### src/rtl/music_pkg.sv
// Shared definitions for the music player: note half-period table, FSM
// state encoding and the rest code that marks a silent ROM entry.
package music_pkg;

  localparam int NOTE_W_DEF    = 20;
  localparam int REST_CODE_DEF = 2500;

  // Half-periods in 50 MHz clk cycles (50e6 / (2 * f_note)).
  localparam logic [NOTE_W_DEF-1:0] D5  = 20'd127551;  // G3
  localparam logic [NOTE_W_DEF-1:0] D6  = 20'd113636;  // A3
  localparam logic [NOTE_W_DEF-1:0] D7  = 20'd101215;  // B3
  localparam logic [NOTE_W_DEF-1:0] M1  = 20'd95420;   // C4
  localparam logic [NOTE_W_DEF-1:0] M2  = 20'd85034;   // D4
  localparam logic [NOTE_W_DEF-1:0] M3  = 20'd75758;   // E4
  localparam logic [NOTE_W_DEF-1:0] M4  = 20'd71633;   // F4
  localparam logic [NOTE_W_DEF-1:0] M5  = 20'd63776;   // G4
  localparam logic [NOTE_W_DEF-1:0] M6  = 20'd56818;   // A4
  localparam logic [NOTE_W_DEF-1:0] M7  = 20'd50607;   // B4
  localparam logic [NOTE_W_DEF-1:0] H1  = 20'd47801;   // C5
  localparam logic [NOTE_W_DEF-1:0] H2  = 20'd42589;   // D5
  localparam logic [NOTE_W_DEF-1:0] H3  = 20'd37936;   // E5
  localparam logic [NOTE_W_DEF-1:0] H4  = 20'd35817;   // F5
  localparam logic [NOTE_W_DEF-1:0] H5  = 20'd31888;   // G5
  localparam logic [NOTE_W_DEF-1:0] H6  = 20'd28409;   // A5
  localparam logic [NOTE_W_DEF-1:0] H7  = 20'd25304;   // B5
  localparam logic [NOTE_W_DEF-1:0] HH1 = 20'd23878;   // C6
  localparam logic [NOTE_W_DEF-1:0] HH2 = 20'd21277;   // D6
  localparam logic [NOTE_W_DEF-1:0] S   = 20'd2500;    // rest

  // Sequencer state encoding.
  localparam logic [1:0] ST_IDLE  = 2'd0;
  localparam logic [1:0] ST_FETCH = 2'd1;
  localparam logic [1:0] ST_LOAD  = 2'd2;
  localparam logic [1:0] ST_PLAY  = 2'd3;

endpackage

### src/rtl/music_player_tone_gen.sv
// Square-wave tone generator: a half-period counter that flips an internal
// phase bit every note_r enabled cycles. The output is gated so that the
// phase keeps advancing even while the buzzer is held silent.
module tone_gen
  import music_pkg::*;
#(
  parameter int NOTE_W = NOTE_W_DEF
) (
  input  logic              clk,
  input  logic              rst_n,
  input  logic [NOTE_W-1:0] note_r,
  input  logic              clear,
  input  logic              enable,
  input  logic              force_low,
  output logic              buzzer
);

  localparam logic [NOTE_W-1:0] ONE = NOTE_W'(1);

  logic [NOTE_W-1:0] tone_cnt;
  logic              phase;

  // Half-period counter; wraps and flips the phase at note_r-1.
  always_ff @(posedge clk or negedge rst_n) begin
    if (!rst_n) begin
      tone_cnt <= '0;
      phase    <= 1'b0;
    end else if (clear) begin
      tone_cnt <= '0;
      phase    <= 1'b0;
    end else if (enable) begin
      if (tone_cnt == note_r - ONE) begin
        tone_cnt <= '0;
        phase    <= ~phase;
      end else begin
        tone_cnt <= tone_cnt + ONE;
      end
    end
  end

  assign buzzer = phase & enable & ~force_low;

endmodule

### src/rtl/music_player.sv
// Song sequencer: walks the ROM address once per beat, loads each note word
// and drives tone_gen with it. Handles start/stop/pause/loop controls.
//
// state    | meaning
// ---------+----------------------------------------------------------
// IDLE     | stopped, buzzer silent, rom_addr holds last value
// FETCH    | rom_addr just changed, waiting one cycle for ROM data
// LOAD     | capture note word, clear beat and tone counters
// PLAY     | beat counter running, tone generator active
module music_player
  import music_pkg::*;
#(
  parameter int BEAT_CYCLES = 6_250_000,
  parameter int GAP_CYCLES  = 250_000,
  parameter int SONG_LEN    = 128,
  parameter int ADDR_W      = 7,
  parameter int NOTE_W      = NOTE_W_DEF,
  parameter logic [NOTE_W-1:0] REST_CODE = NOTE_W'(REST_CODE_DEF)
) (
  input  logic              clk,
  input  logic              rst_n,
  input  logic              start,
  input  logic              stop,
  input  logic              pause,
  input  logic              loop_en,
  output logic [ADDR_W-1:0] rom_addr,
  input  logic [NOTE_W-1:0] rom_note,
  output logic              buzzer,
  output logic              playing,
  output logic              done
);

  localparam int BEAT_W = (BEAT_CYCLES > 1) ? $clog2(BEAT_CYCLES) : 1;
  localparam logic [BEAT_W-1:0] BEAT_LAST = BEAT_W'(BEAT_CYCLES - 1);
  localparam logic [BEAT_W-1:0] BEAT_ONE  = BEAT_W'(1);
  // One extra bit so a zero-length gap (start == BEAT_CYCLES) cannot alias.
  localparam logic [BEAT_W:0]   GAP_START = (BEAT_W+1)'(BEAT_CYCLES - GAP_CYCLES);
  localparam logic [ADDR_W-1:0] LAST_ADDR = ADDR_W'(SONG_LEN - 1);
  localparam logic [ADDR_W-1:0] ADDR_ONE  = ADDR_W'(1);

  logic [1:0]        state;
  logic [NOTE_W-1:0] note_r;
  logic [BEAT_W-1:0] beat_cnt;
  logic              tone_clear;
  logic              tone_en;
  logic              force_low;

  // Sequencer FSM, beat counter, address stepping and done pulse.
  always_ff @(posedge clk or negedge rst_n) begin
    if (!rst_n) begin
      state    <= ST_IDLE;
      rom_addr <= '0;
      note_r   <= '0;
      beat_cnt <= '0;
      done     <= 1'b0;
    end else begin
      done <= 1'b0;
      if (stop) begin
        state <= ST_IDLE;
      end else begin
        case (state)
          ST_IDLE: begin
            if (start) begin
              state    <= ST_FETCH;
              rom_addr <= '0;
            end
          end
          ST_FETCH: begin
            if (!pause) state <= ST_LOAD;
          end
          ST_LOAD: begin
            if (!pause) begin
              note_r   <= rom_note;
              beat_cnt <= '0;
              state    <= ST_PLAY;
            end
          end
          ST_PLAY: begin
            if (!pause) begin
              if (beat_cnt == BEAT_LAST) begin
                if (rom_addr < LAST_ADDR) begin
                  rom_addr <= rom_addr + ADDR_ONE;
                  state    <= ST_FETCH;
                end else if (loop_en) begin
                  rom_addr <= '0;
                  state    <= ST_FETCH;
                end else begin
                  done  <= 1'b1;
                  state <= ST_IDLE;
                end
              end else begin
                beat_cnt <= beat_cnt + BEAT_ONE;
              end
            end
          end
          default: state <= ST_IDLE;
        endcase
      end
    end
  end

  assign playing    = (state != ST_IDLE);
  assign tone_clear = (state == ST_LOAD);
  assign tone_en    = (state == ST_PLAY) && !pause;
  assign force_low  = (note_r == '0) || (note_r == REST_CODE) ||
                      ({1'b0, beat_cnt} >= GAP_START);

  tone_gen #(
    .NOTE_W (NOTE_W)
  ) u_tone_gen (
    .clk       (clk),
    .rst_n     (rst_n),
    .note_r    (note_r),
    .clear     (tone_clear),
    .enable    (tone_en),
    .force_low (force_low),
    .buzzer    (buzzer)
  );

endmodule

### config.mk
export PLATFORM = sky130hd
export DESIGN_NAME = music_player
export DESIGN_NICKNAME = d
export VERILOG_FILES = /design/src/rtl/music_pkg.sv /design/src/rtl/music_player_tone_gen.sv /design/src/rtl/music_player.sv
export SDC_FILE = /design/constraint.sdc
export NUM_CORES = 1
export LEC_CHECK = 0
export CORE_UTILIZATION = 55
export CTS_CLUSTER_SIZE = 28
export DETAILED_ROUTE_END_ITERATION = 7
export PLACE_DENSITY = 0.8
export SYNTH_ARGS = -nofsm -noshare
export SYNTH_HDL_FRONTEND = slang
export SYNTH_HIERARCHICAL = 1
export SYNTH_SLANG_ARGS = --single-unit
### constraint.sdc
create_clock -name clk -period 9.2 [get_ports clk]
set_clock_uncertainty 0.1 [all_clocks]
set_input_delay 2.76 -clock clk [delete_from_list [all_inputs] [get_ports clk]]
set_output_delay 2.76 -clock clk [all_outputs]
set_load 0.1 [all_outputs]
---- Word-level counts from Yosys, hierarchy flattened ----
Index checks and enable logic that the tools add are counted.
Widths: inputs -> output; s select.
word-level totals
  flip-flop bits (word level) ............. 74
  bits of input ports ..................... 26
  output and inout port bits .............. 10
  logic and storage cells ................. 83
operators by class
  $add $sub $neg .......................... 4
  $lt $le $gt $ge ......................... 2
  equal/unequal tests ..................... 17
  multiplexer cells ....................... 31
  bitwise gates (word level) .............. 6
  reductions and logical operators ........ 16
operator list
  cell                   count
  $mux 23                3
  $mux 20                3
  $pmux 23 s2            1
  $mux 7                 5
  $add 23x1->23 const B  1
  $eq 23x23->1 const B   1
  $ge 23x23->1 const B   1
  $add 20x1->20 const B  1
  $eq 20x12->1 const B   1
  $eq 20x20->1           1
  $logic_not 20->1       1
  $sub 20x1->20 const B  1
  $ne 3x3->1 const B     6
  $pmux 7 s2             1
  $mux 2                 6
  $mux 1                 11
  $ne 2x2->1 const B     5
  $reduce_and 5->1       2
  $reduce_bool 2->1      5
  $pmux 2 s4             1
  $add 7x1->7 const B    1
  $lt 7x7->1 const B     1
  $reduce_and 6->1       1
  $eq 2x2->1 const B     2
  9 further kinds        14

---- Depth between registers and ports, before layout ----
  depth in word-level cells ............... 6
  depth in mapped cells ................... 10
  mapped depth without buffers ............ 9

---- Cells and area by module ----
The synthesis kept the hierarchy.
modules (own cells, without submodules)
  module        times used  cells each  area an instance (um^2)
  music_player  1           311         2980.4
  tone_gen      1           206         1798.0

---- Worst setup path before layout ----
No wires, ideal clock.
  path kind ............................... input-to-output
  start point ............................. input pause
  end point ............................... output buzzer
  arrival ................................. 4.448 ns
  path slack .............................. 1.892 ns
  stages .................................. 3
  cells stage by stage .................... nor2b_1 nand2_1 nor2_1
on the way
  cells in the longest elaborated chain, start to end .. 4
ends and longest elaborated chain
  element                    RTL line                     RTL
  from (decl)                music_player.sv:24           input logic pause,
  $logic_not 1->1            music_player.sv:104          assign tone_en = (state == ST_PLAY) && !pause;
  $logic_and 1x1->1          music_player.sv:104
  $and 1x1->1 (2 in series)  music_player_tone_gen.sv:41  assign buzzer = phase & enable & ~force_low;
  to (decl)                  music_player.sv:28           output logic buzzer,
Every way passes these cells.

---- Worst setup path in the final report ----
  start point ............................. input pause
  end point ............................... output buzzer
on the way
  cells in the longest elaborated chain, start to end .. 4
ends and longest elaborated chain
  element                    RTL line                     RTL
  $logic_not 1->1            music_player.sv:104
  $logic_and 1x1->1          music_player.sv:104
  via tone_en                music_player.sv:45           logic tone_en;
  $and 1x1->1 (2 in series)  music_player_tone_gen.sv:41
The timed path passes the listed nets, and every way through them passes these cells.

==> results.py <==
metrics = {
    "sta": {
        "maxSlewHeadroom_pct": 23.4,
        "hold_viol_final": 0,
        "finalWorstPathRequiredPeriod_ns": 7.20,
        "setup_violations": 0,
        "final.period_utilization_pct": 78.3,
        "setup-tns-final_ns": 0,
        "worst-slew-pin-transition_ns": 1.15,
        "rsz0062_at_grt": "false",
        "final_max_slew_viol_count": 0,
        "max_fclk_ghz": 0.139,
        "worst_slack_ns": 2.00,
    },
    "clock_network": {
        "clkSinkCount": 74,
        "post_cts_buffers": 0,
        "master_cell_of_the_clock_root_buffer": "sky130_fd_sc_hd__clkbuf_8",
        "cts_htree_levels": 3,
        "cts_tree": "yes",
        "cts-resized-gates": 0,
        "clkLatencyLatePin_ns": 0.36,
        "post_cts_hold_buffer_count": 0,
        "cts-buffers-inserted": 9,
        "clkSlewWorstSetupHoldPaths_ns": 0.08,
        "cts.path.max_buffers": 2,
    },
    "layout": {
        "finalNetCount": 578,
        "antenna_cells_inserted": 0,
        "flow.area_growth_from_synthesis_pct": 13.2,
        "finish.utilization_pct": 65.2,
        "fraction_of_final_layout_cells_with_drive_strength_greater_than_1_pct": 9.14,
        "final_design_area_no_fill_um2": 5410,
    },
    "hold_path": {
        "worst_hold_startpoint": "rom_addr[6]",
        "worstHoldPathType": "reg -> reg",
        "worst_hold_path.num_cells": 1,
    },
    "route": {
        "initialDrtViolationCount": 205,
        "wl_per_cell_um": 16.8,
        "vias": 4083,
        "drc": 0,
        "detail_route.wirelength_um": 10900,
        "vias_per_cell": 6.26,
        "detail-route-antenna-nets": 0,
        "number_of_iterations_in_the_first_detailed_routing_pass": 5,
    },
    "status": {
        "outcome": "completed",
    },
    "synthesis": {
        "mappedNetlistNets": 553,
        "post-synth-top-area-cell": "sky130_fd_sc_hd__dfrtp_1",
        "postSynthAreaPerCell_um2": 9.24,
        "seq_area_frac_synth_pct": 38.8,
        "asyncSetResetFlopFracSynth_pct": 100,
        "synth_flop_cell": "sky130_fd_sc_hd__dfrtp_1",
        "synth.ff_latch_count": 74,
        "synth-edff-count": 0,
        "synth_top_cells_by_area": "sky130_fd_sc_hd__dfrtp_1 (39%), sky130_fd_sc_hd__mux2_2 (4.9%), sky130_fd_sc_hd__xor2_1 (4.4%)",
        "netlist-cell-type-count": 68,
        "postSynthCellCount": 517,
        "post_synth_instance_area_um2": 4780,
        "synth_warnings": 6,
        "fraction_of_post_synthesis_cell_area_in_the_top_cell_type_by_area_pct": 38.8,
    },
    "global_routing": {
        "grt_first_pass_wirelength_um": 18300,
        "track_usage_pct": 26.1,
        "grt.overflow.total": 0,
        "via_count_of_the_first_global_routing_pass": 3888,
        "pin_count_of_the_biggest_net_entering_global_routing": 75,
        "number_of_antenna_violations_at_the_first_check_in_global_routing": 0,
    },
    "worst_setup_path": {
        "start_kind": "primary input",
        "end_kind": "output port",
        "reg2reg_depth": 8,
        "worst_setup_path_startpoint": "pause",
        "crit_required_ns": 6.34,
        "crit_path_max_fanout": 10,
        "rr_startpoint": "state[0]",
        "timing.critical_path.arrival_ns": 4.34,
        "criticalPathCategory": "in -> out",
    },
    "floorplanning": {
        "dieHeight_um": 95.2,
        "std_cell_rows": 33,
        "fp.coreArea_um2": 8300,
        "top_level_ports": 36,
        "initial_core_utilization_pct": 57.6,
        "floorplan_die_area_um2": 9060,
        "die_width_um": 95.2,
    },
    "place": {
        "place_congestion": 0.944,
        "post-dp-hpwl_um": 7810,
        "place_area_um2": 5160,
        "post-place-ws_ns": 1.98,
        "io_buffer_count": 35,
    },
    "pwr": {
        "cellLeakagePower_nw": 2.19,
        "total_power_mw": 1.30,
        "p_per_area_nw_per_um2": 241,
        "vdd_ir_drop_max_mv": 0.127,
    },
    "flow_run": {
        "timing.max_cap.violations": 0,
    },
}
==> flip-flops by register name, indices dropped and copies added (netlist names) <==
signal	cells
rom_addr	7
beat_cnt	23
u_tone_gen/phase	1
note_r	20
done	1
u_tone_gen/tone_cnt	20
state	2
==> metal layers <==
metal / part of all wire (%) / vias to the layer above / global-route usage [%]
li1: - / 1953 / -
met1: 43 / 1989 / 31.8
met2: 50 / 116 / 45.3
met3: 4.3 / 25 / 4.39
met4: 2.6 / 0 / 11.2
met5: 0 / - / 0
==> layout by cell type, fill, tap and decap left out, types with 7 or more instances in the layout <==
master,instances
sky130_fd_sc_hd__dfrtp_1,74
sky130_fd_sc_hd__nor2_1,47
sky130_fd_sc_hd__nand2_1,39
sky130_fd_sc_hd__clkdlybuf4s50_1,33
sky130_fd_sc_hd__nor3_1,25
sky130_fd_sc_hd__nand3_1,25
sky130_fd_sc_hd__xor2_1,24
sky130_fd_sc_hd__a21oi_1,21
sky130_fd_sc_hd__mux2_2,21
sky130_fd_sc_hd__xnor2_1,21
sky130_fd_sc_hd__inv_1,15
sky130_fd_sc_hd__nand4_1,14
sky130_fd_sc_hd__or3_1,13
sky130_fd_sc_hd__nor4_1,12
sky130_fd_sc_hd__o21ai_0,11
sky130_fd_sc_hd__or4_1,11
sky130_fd_sc_hd__ha_1,10
sky130_fd_sc_hd__clkbuf_8,10
sky130_fd_sc_hd__mux2i_1,8
sky130_fd_sc_hd__and3_1,7
sky130_fd_sc_hd__nand2b_1,7
==> path summary, 6_finish.rpt <==
check | slack, ns | endpoint
min | 0.45 | rom_addr[6]
max reg2reg | 5.82 | u_tone_gen/tone_cnt[16]
max | 2.00 | buzzer
max in group asynchronous | 5.96 | note_r[11]
min reg2reg | 0.45 | rom_addr[6]
min in group asynchronous | 2.43 | note_r[1]
==> per-stage QoR <==
stage                     std cells  hold WS, ns
after detailed placement        636        0.428
after CTS                       652        0.450
after global routing            652        0.465
final                           652        0.453
after global placement          636        0.421
after floorplan                 517        0.399
==> cells in the mapped netlist (10+ instances only) <==
| master | instances |
|---|---|
| sky130_fd_sc_hd__nand4_1 | 14 |
| sky130_fd_sc_hd__a21oi_1 | 21 |
| sky130_fd_sc_hd__nor3_1 | 25 |
| sky130_fd_sc_hd__inv_1 | 15 |
| sky130_fd_sc_hd__nand3_1 | 25 |
| sky130_fd_sc_hd__dfrtp_1 | 74 |
| sky130_fd_sc_hd__or3_1 | 13 |
| sky130_fd_sc_hd__nand2_1 | 39 |
| sky130_fd_sc_hd__mux2_2 | 21 |
| sky130_fd_sc_hd__xor2_1 | 24 |
| sky130_fd_sc_hd__nor4_1 | 12 |
| sky130_fd_sc_hd__o21ai_0 | 11 |
| sky130_fd_sc_hd__nor2_1 | 47 |
| sky130_fd_sc_hd__ha_1 | 10 |
| sky130_fd_sc_hd__clkbuf_1 | 10 |
| sky130_fd_sc_hd__xnor2_1 | 21 |
| sky130_fd_sc_hd__or4_1 | 11 |
==> report_power, final <==
group / switching, mW / leakage, nW / total (mW) / internal (mW)
sequential: 0.139 / 0.993 / 0.528 / 0.389
combinational: 0.246 / 1.08 / 0.462 / 0.216
clock: 0.127 / 0.119 / 0.315 / 0.188
==> kinds of logic (layout without fill, tap and decap cells) <==
kind of cell               Yosys count  in the layout  share of synthesized area, %
and+or+nand+nor                    238            238                          28.3
AOI/OAI and AO/OA                   85             85                          12.2
DFF                                 74             74                          38.8
xor gates and xnor gates            45             45                          8.25
buffers and inverters               36             66                          3.25
muxes                               29             29                          6.62
adders and majority gates           10             10                          2.62
==> worst max-delay path, stage by stage <==
cell	delay, ns
sky130_fd_sc_hd__clkdlybuf4s50_1	0.48
sky130_fd_sc_hd__nor2b_1	0.53
sky130_fd_sc_hd__nand2_1	0.11
sky130_fd_sc_hd__nor2_1	0.15
sky130_fd_sc_hd__buf_4	0.31
==> final cells by class <==
class / instances / area [um2]
Tap cell: 105 / 131
Fill cell: 674 / 2890
Clock inverter: 6 / 114
Multi-Input combinational cell: 407 / 2770
Clock buffer: 10 / 138
Inverter: 15 / 56.3
Sequential cell: 74 / 1850
Timing Repair Buffer: 35 / 345
Power figures use the tool's default switching activity.
